<file path="src/rtl/multi_cycle_controller_if.sv">
// rtl/multi_cycle_controller_if.sv - control/status bundle between the multi-cycle FSM and its datapath
interface multi_cycle_controller_if;
  logic [6:0] opcode;
  logic       bcond;
  logic       halt_cond;
  logic       mem_ready;
  logic       pc_write;
  logic       i_or_d;
  logic       mem_read;
  logic       mem_write;
  logic       ir_write;
  logic       mdr_write;
  logic       alu_out_write;
  logic       reg_write;
  logic       mem_to_reg;
  logic       alu_src_a;
  logic [1:0] alu_src_b;
  logic [1:0] alu_op;
  logic [1:0] pc_source;
  logic       halted;
  logic       mem_err;
  logic       illegal;

  modport master (
    input  opcode, bcond, halt_cond, mem_ready,
    output pc_write, i_or_d, mem_read, mem_write, ir_write, mdr_write,
           alu_out_write, reg_write, mem_to_reg, alu_src_a, alu_src_b,
           alu_op, pc_source, halted, mem_err, illegal
  );

  modport slave (
    output opcode, bcond, halt_cond, mem_ready,
    input  pc_write, i_or_d, mem_read, mem_write, ir_write, mdr_write,
           alu_out_write, reg_write, mem_to_reg, alu_src_a, alu_src_b,
           alu_op, pc_source, halted, mem_err, illegal
  );
endinterface

</file>
<file path="src/rtl/multi_cycle_controller.sv">
// rtl/multi_cycle_controller.sv - FSM sequencing a shared-ALU multi-cycle RV32I datapath
module multi_cycle_controller #(
  parameter int MEM_TIMEOUT = 255
) (
  input logic                     clk,
  input logic                     reset,
  multi_cycle_controller_if.master ctl
);
  localparam int CW = $clog2(MEM_TIMEOUT + 1);

  localparam logic [6:0] OP_R     = 7'b0110011;
  localparam logic [6:0] OP_I     = 7'b0010011;
  localparam logic [6:0] OP_LOAD  = 7'b0000011;
  localparam logic [6:0] OP_STORE = 7'b0100011;
  localparam logic [6:0] OP_BR    = 7'b1100011;
  localparam logic [6:0] OP_JAL   = 7'b1101111;
  localparam logic [6:0] OP_JALR  = 7'b1100111;
  localparam logic [6:0] OP_ECALL = 7'b1110011;

  typedef enum logic [2:0] {
    S_IF, S_ID, S_EX, S_MEM, S_WB, S_BR, S_HALT
  } state_t;

  state_t        state;
  logic [CW-1:0] wait_cnt;
  logic          bcond_q;
  logic          halted_q;
  logic          mem_err_q;

  logic is_r, is_i, is_ld, is_st, is_br, is_jal, is_jalr, is_ecall, is_legal;
  logic mem_wait, timeout;

  assign is_r     = (ctl.opcode == OP_R);
  assign is_i     = (ctl.opcode == OP_I);
  assign is_ld    = (ctl.opcode == OP_LOAD);
  assign is_st    = (ctl.opcode == OP_STORE);
  assign is_br    = (ctl.opcode == OP_BR);
  assign is_jal   = (ctl.opcode == OP_JAL);
  assign is_jalr  = (ctl.opcode == OP_JALR);
  assign is_ecall = (ctl.opcode == OP_ECALL);
  assign is_legal = is_r | is_i | is_ld | is_st | is_br | is_jal | is_jalr | is_ecall;

  // Watchdog covers every state that stalls on memory; ready on the expiry cycle wins.
  assign mem_wait = (state == S_IF) || (state == S_MEM);
  assign timeout  = mem_wait && !ctl.mem_ready && (wait_cnt == CW'(MEM_TIMEOUT));

  always_ff @(posedge clk) begin
    if (reset) begin
      state     <= S_IF;
      wait_cnt  <= '0;
      bcond_q   <= 1'b0;
      halted_q  <= 1'b0;
      mem_err_q <= 1'b0;
    end else begin
      if (mem_wait && !ctl.mem_ready && !timeout)
        wait_cnt <= wait_cnt + CW'(1);
      else
        wait_cnt <= '0;

      if (timeout) begin
        mem_err_q <= 1'b1;
        halted_q  <= 1'b1;
        state     <= S_HALT;
      end else begin
        case (state)
          S_IF: if (ctl.mem_ready) state <= S_ID;
          S_ID: begin
            if (is_ecall && ctl.halt_cond) begin
              halted_q <= 1'b1;
              state    <= S_HALT;
            end else begin
              state <= S_EX;
            end
          end
          S_EX: begin
            if (is_r || is_i)        state <= S_WB;
            else if (is_ld || is_st) state <= S_MEM;
            else if (is_br) begin
              bcond_q <= ctl.bcond;
              state   <= S_BR;
            end else                 state <= S_IF;
          end
          S_MEM:   if (ctl.mem_ready) state <= is_ld ? S_WB : S_IF;
          S_WB:    state <= S_IF;
          S_BR:    state <= S_IF;
          S_HALT:  state <= S_HALT;
          default: state <= S_IF;
        endcase
      end
    end
  end

  always_comb begin
    ctl.pc_write      = 1'b0;
    ctl.i_or_d        = 1'b0;
    ctl.mem_read      = 1'b0;
    ctl.mem_write     = 1'b0;
    ctl.ir_write      = 1'b0;
    ctl.mdr_write     = 1'b0;
    ctl.alu_out_write = 1'b0;
    ctl.reg_write     = 1'b0;
    ctl.mem_to_reg    = 1'b0;
    ctl.alu_src_a     = 1'b0;
    ctl.alu_src_b     = 2'b00;
    ctl.alu_op        = 2'b00;
    ctl.pc_source     = 2'b00;
    ctl.illegal       = 1'b0;
    ctl.halted        = halted_q;
    ctl.mem_err       = mem_err_q;
    case (state)
      S_IF: begin
        ctl.mem_read = 1'b1;
        ctl.ir_write = ctl.mem_ready;
      end
      S_ID: begin
        ctl.alu_src_b     = 2'b01;
        ctl.alu_out_write = 1'b1;
        ctl.illegal       = !is_legal;
      end
      S_EX: begin
        if (is_r || is_i) begin
          ctl.alu_src_a     = 1'b1;
          ctl.alu_src_b     = is_i ? 2'b10 : 2'b00;
          ctl.alu_op        = 2'b10;
          ctl.alu_out_write = 1'b1;
        end else if (is_ld || is_st) begin
          ctl.alu_src_a     = 1'b1;
          ctl.alu_src_b     = 2'b10;
          ctl.alu_out_write = 1'b1;
        end else if (is_br) begin
          ctl.alu_src_a = 1'b1;
          ctl.alu_op    = 2'b01;
        end else if (is_jal || is_jalr) begin
          // rd takes ALUOut (PC+4 from ID) while the ALU computes the target
          ctl.reg_write = 1'b1;
          ctl.alu_src_a = is_jalr;
          ctl.alu_src_b = 2'b10;
          ctl.pc_source = is_jalr ? 2'b10 : 2'b00;
          ctl.pc_write  = 1'b1;
        end else begin
          ctl.alu_src_b = 2'b01;
          ctl.pc_write  = 1'b1;
        end
      end
      S_MEM: begin
        ctl.i_or_d = 1'b1;
        if (is_ld) begin
          ctl.mem_read  = 1'b1;
          ctl.mdr_write = ctl.mem_ready;
        end else begin
          ctl.mem_write = 1'b1;
          ctl.alu_src_b = ctl.mem_ready ? 2'b01 : 2'b00;
          ctl.pc_write  = ctl.mem_ready;
        end
      end
      S_WB: begin
        ctl.reg_write  = 1'b1;
        ctl.mem_to_reg = is_ld;
        ctl.alu_src_b  = 2'b01;
        ctl.pc_write   = 1'b1;
      end
      S_BR: begin
        ctl.alu_src_b = 2'b10;
        ctl.pc_write  = 1'b1;
        ctl.pc_source = bcond_q ? 2'b00 : 2'b01;
      end
      default: ;
    endcase
  end
endmodule

</file>
<file path="src/flat_wrapper.sv">
// flat-port wrapper written by rule: the top's interface ports become plain ports
module multi_cycle_controller_flat 
#(
  parameter int MEM_TIMEOUT = 255
)
  (clk, reset, ctl_opcode, ctl_bcond, ctl_halt_cond, ctl_mem_ready, ctl_pc_write, ctl_i_or_d, ctl_mem_read, ctl_mem_write, ctl_ir_write, ctl_mdr_write, ctl_alu_out_write, ctl_reg_write, ctl_mem_to_reg, ctl_alu_src_a, ctl_alu_src_b, ctl_alu_op, ctl_pc_source, ctl_halted, ctl_mem_err, ctl_illegal);
  multi_cycle_controller_if ctl_i ();
  input logic clk;
  input logic reset;
  input wire logic [$bits(ctl_i.opcode)-1:0] ctl_opcode;
  input wire logic [$bits(ctl_i.bcond)-1:0] ctl_bcond;
  input wire logic [$bits(ctl_i.halt_cond)-1:0] ctl_halt_cond;
  input wire logic [$bits(ctl_i.mem_ready)-1:0] ctl_mem_ready;
  output wire logic [$bits(ctl_i.pc_write)-1:0] ctl_pc_write;
  output wire logic [$bits(ctl_i.i_or_d)-1:0] ctl_i_or_d;
  output wire logic [$bits(ctl_i.mem_read)-1:0] ctl_mem_read;
  output wire logic [$bits(ctl_i.mem_write)-1:0] ctl_mem_write;
  output wire logic [$bits(ctl_i.ir_write)-1:0] ctl_ir_write;
  output wire logic [$bits(ctl_i.mdr_write)-1:0] ctl_mdr_write;
  output wire logic [$bits(ctl_i.alu_out_write)-1:0] ctl_alu_out_write;
  output wire logic [$bits(ctl_i.reg_write)-1:0] ctl_reg_write;
  output wire logic [$bits(ctl_i.mem_to_reg)-1:0] ctl_mem_to_reg;
  output wire logic [$bits(ctl_i.alu_src_a)-1:0] ctl_alu_src_a;
  output wire logic [$bits(ctl_i.alu_src_b)-1:0] ctl_alu_src_b;
  output wire logic [$bits(ctl_i.alu_op)-1:0] ctl_alu_op;
  output wire logic [$bits(ctl_i.pc_source)-1:0] ctl_pc_source;
  output wire logic [$bits(ctl_i.halted)-1:0] ctl_halted;
  output wire logic [$bits(ctl_i.mem_err)-1:0] ctl_mem_err;
  output wire logic [$bits(ctl_i.illegal)-1:0] ctl_illegal;
  assign ctl_i.opcode = ctl_opcode;
  assign ctl_i.bcond = ctl_bcond;
  assign ctl_i.halt_cond = ctl_halt_cond;
  assign ctl_i.mem_ready = ctl_mem_ready;
  assign ctl_pc_write = ctl_i.pc_write;
  assign ctl_i_or_d = ctl_i.i_or_d;
  assign ctl_mem_read = ctl_i.mem_read;
  assign ctl_mem_write = ctl_i.mem_write;
  assign ctl_ir_write = ctl_i.ir_write;
  assign ctl_mdr_write = ctl_i.mdr_write;
  assign ctl_alu_out_write = ctl_i.alu_out_write;
  assign ctl_reg_write = ctl_i.reg_write;
  assign ctl_mem_to_reg = ctl_i.mem_to_reg;
  assign ctl_alu_src_a = ctl_i.alu_src_a;
  assign ctl_alu_src_b = ctl_i.alu_src_b;
  assign ctl_alu_op = ctl_i.alu_op;
  assign ctl_pc_source = ctl_i.pc_source;
  assign ctl_halted = ctl_i.halted;
  assign ctl_mem_err = ctl_i.mem_err;
  assign ctl_illegal = ctl_i.illegal;
  multi_cycle_controller #(.MEM_TIMEOUT(MEM_TIMEOUT)) u_core (.clk(clk), .reset(reset), .ctl(ctl_i));
endmodule
</file>
<file path="config.mk">
export PLATFORM = sky130hd
export DESIGN_NAME = multi_cycle_controller_flat
export DESIGN_NICKNAME = d
export VERILOG_FILES = /design/src/rtl/multi_cycle_controller_if.sv /design/src/rtl/multi_cycle_controller.sv /design/src/flat_wrapper.sv
export SDC_FILE = /design/constraint.sdc
export NUM_CORES = 1
export LEC_CHECK = 0
export ABC_AREA = 1
export CAP_MARGIN = 10
export CORE_MARGIN = 1.5
export CORE_UTILIZATION = 47
export CTS_CLUSTER_SIZE = 24
export DETAILED_ROUTE_END_ITERATION = 8
export HOLD_SLACK_MARGIN = 0.02
export MAX_ROUTING_LAYER = met4
export PLACE_DENSITY = 0.83
export SLEW_MARGIN = 20
export SYNTH_ARGS = -nofsm -noshare
export SYNTH_HDL_FRONTEND = slang
export SYNTH_SLANG_ARGS = --single-unit
</file>
<file path="constraint.sdc">
create_clock -name clk -period 5.7 [get_ports clk]
set_clock_uncertainty 0.2 [all_clocks]
set_input_delay 1.71 -clock clk [delete_from_list [all_inputs] [get_ports clk]]
set_output_delay 1.71 -clock clk [all_outputs]
set_load 0.01 [all_outputs]
</file>
==> flow_summary.ini <==
[outcome]
status = finished, final reports clean

[clock_network]
cts_tree = done
clock_latency_ps = 270
cts_buffers = 3
clockBufferDepth = 2
cts.sinks = 14
clk_pin_slew_ps = 70
root_buffer = clkbuf_4
htree_levels = 1

[global_route]
grt_pass1_vias = 796
grt_usage = 0.205
grt_pass1_wl_um = 3110
grt_max_degree = 9
antenna_found_initial = 0
grt_overflow = 0

[die]
ioPinCount = 31
start_util = 0.510
core.rowCount = 15
core_sq_um = 1750
die_y_um = 46.5
die_area_sq_um = 2160
die_w_um = 46.5

[timing]
slew_headroom = 0.791
final_hold_viol_count = 0
setup_ws_ps = 182
setup_tns_ps = 0
timing.hold.ws_ps = 252
worst_pin_slew_ps = 311
fin_crit_sh = 0.968
fin_crit_ps = 5520
finalMaxSlewViolations = 0
max_freq_ghz = 0.181
setup-violations-final = 0

[critical_path]
critPathArrivalTime_ps = 3610
critPathRequiredTime_ps = 3790
end_kind = primary output
cp_max_fo = 5
startpoint_type = input port
critPathKind = input port to primary output

[detailed_routing]
wire_per_inst_um = 10.6
drt-total-wl_um = 2150
viasPerCell = 5.06
drc = 0
postRouteAntennaNets = 0
dr.first_iter.drc_count = 27
drtPass1Iterations = 4
num_vias = 1028

[power]
static-leakage-power_nw = 0.497
irDropWorstVdd_v = 0.000165
power_density_nw_per_um2 = 262

[finish]
drive_gt1_frac = 0.0674
multi_input_area_sq_um = 536
finish.utilization = 0.715
fillCellCount = 164
area_growth_pct = 40.4
n_antenna_cell = 0
nNetsFinal = 193
layout.area.seq_sq_um = 280

[synth]
ys_types = 20
synth.cell_area_sq_um = 890
syn_avg_cell_area_sq_um = 6.14
syn-instance-count = 145
ys_seq_area_frac = 0.315
yosys_warnings = 0
synth_seq_cells = 14
synthesis.nets = 158

[min_path]
hp-class = flop to flop

[placement]
gp_congestion = 0.994
dp_hpwl_um = 1750
pre_cts_slack_ps = 134
io_buffers = 30

[flow_run]
cap_viol_max_count = 0
## power by group
group	internal, mW	switching [mW]	leakage, nW
Combinational	0.0743	0.0845	0.369
Sequential	0.106	0.00885	0.114
Clock	0.0244	0.0285	0.0138
Total	0.205	0.122	0.497
## cell usage after synthesis, drive strengths merged
library cell  count  area [sq um]
ha                1          12.5
a21oi            12          71.3
nor3b             1          12.5
nor4              1          6.26
or2               3          18.8
o21ai             4          20.0
inv              21          78.8
nand2            34           128
nor2             29           116
xor2              1          8.76
dfxtp            14           280
nand4             3          18.8
nor3              6          30.0
o221ai            1          8.76
xnor2             1          8.76
nand3            13          70.1
## final cells by class
type / instances / area share
multi-input cells: 110 / 0.429
repair buffers: 30 / 0.240
flip-flops and latches: 14 / 0.224
inverters: 21 / 0.0631
well taps: 25 / 0.0251
clock buffers: 3 / 0.0180
## metal layers
| layer | share of wire | vias to the layer above | track usage |
|---|---|---|---|
| met5 | 0 | - | - |
| met4 | 0.015 | 0 | 0.0857 |
| met3 | 0.055 | 4 | 0.0118 |
| met2 | 0.51 | 35 | 0.361 |
| met1 | 0.42 | 455 | 0.237 |
| li1 | - | 534 | - |
## path summary, 6_finish.rpt
path	from	to	slack [ps]	cells after the start
worst min register to register	u_core.wait_cnt[0]$_SDFF_PP0_	u_core.wait_cnt[0]$_SDFF_PP0_	250	1
worst max-delay path	ctl_opcode[4]	ctl_alu_src_b[1]	180	7
worst max register to register	u_core.wait_cnt[0]$_SDFF_PP0_	u_core.wait_cnt[4]$_SDFF_PP0_	4030	6
worst min-delay path	u_core.wait_cnt[0]$_SDFF_PP0_	u_core.wait_cnt[0]$_SDFF_PP0_	250	1
## cell usage in the layout (no fill, tap or decap), drive strengths merged
cell type	count
o221ai	1
dfxtp	14
nor3	6
a21oi	12
inv	21
or2	3
clkdlybuf4s50	30
xnor2	1
nor3b	1
ha	1
nand2	34
nand3	13
clkbuf	3
nor4	1
o21ai	4
nand4	3
xor2	1
nor2	29
## logic make-up after synthesis
kind of cell / Yosys count / share of synthesized area
AND/OR/NAND/NOR: 90 / 0.450
XOR/XNOR: 2 / 0.0197
AO/OA/AOI/OAI: 17 / 0.113
buffers and inverters: 21 / 0.0886
flip-flops: 14 / 0.315
adder cells (fa/ha/maj): 1 / 0.0141
## repair_timing
item | 4_1_cts | 5_1_grt
hold buffers | 0 | 0
gates resized for setup | 0 | 1
setup endpoints to repair | 0 | 3
buffers inserted | 0 | 0
## critical path, cell delays in order
cell             delay, ps
clkdlybuf4s50_1        480
inv_1                  150
nand3_1                160
nor3_2                 260
inv_1                   90
o221ai_1               170
clkdlybuf4s50_1        580
## per-stage QoR
stage,cells,area (sq um),total power [mW]
6_report,203,1250,0.327
5_1_grt,203,1250,0.348
4_1_cts,203,1240,0.327
3_5_place_dp,200,1220,0.275
3_3_place_gp,200,1220,0.271
2_1_floorplan,145,890,0.203
## sequential cells by signal, summed over array words and instances (netlist names)
name	flops
u_core.ctl.halted	1
u_core.wait_cnt	8
u_core.ctl.mem_err	1
u_core.bcond_q	1
u_core.state	3
Note: power is estimated with default switching activity, not from simulation.
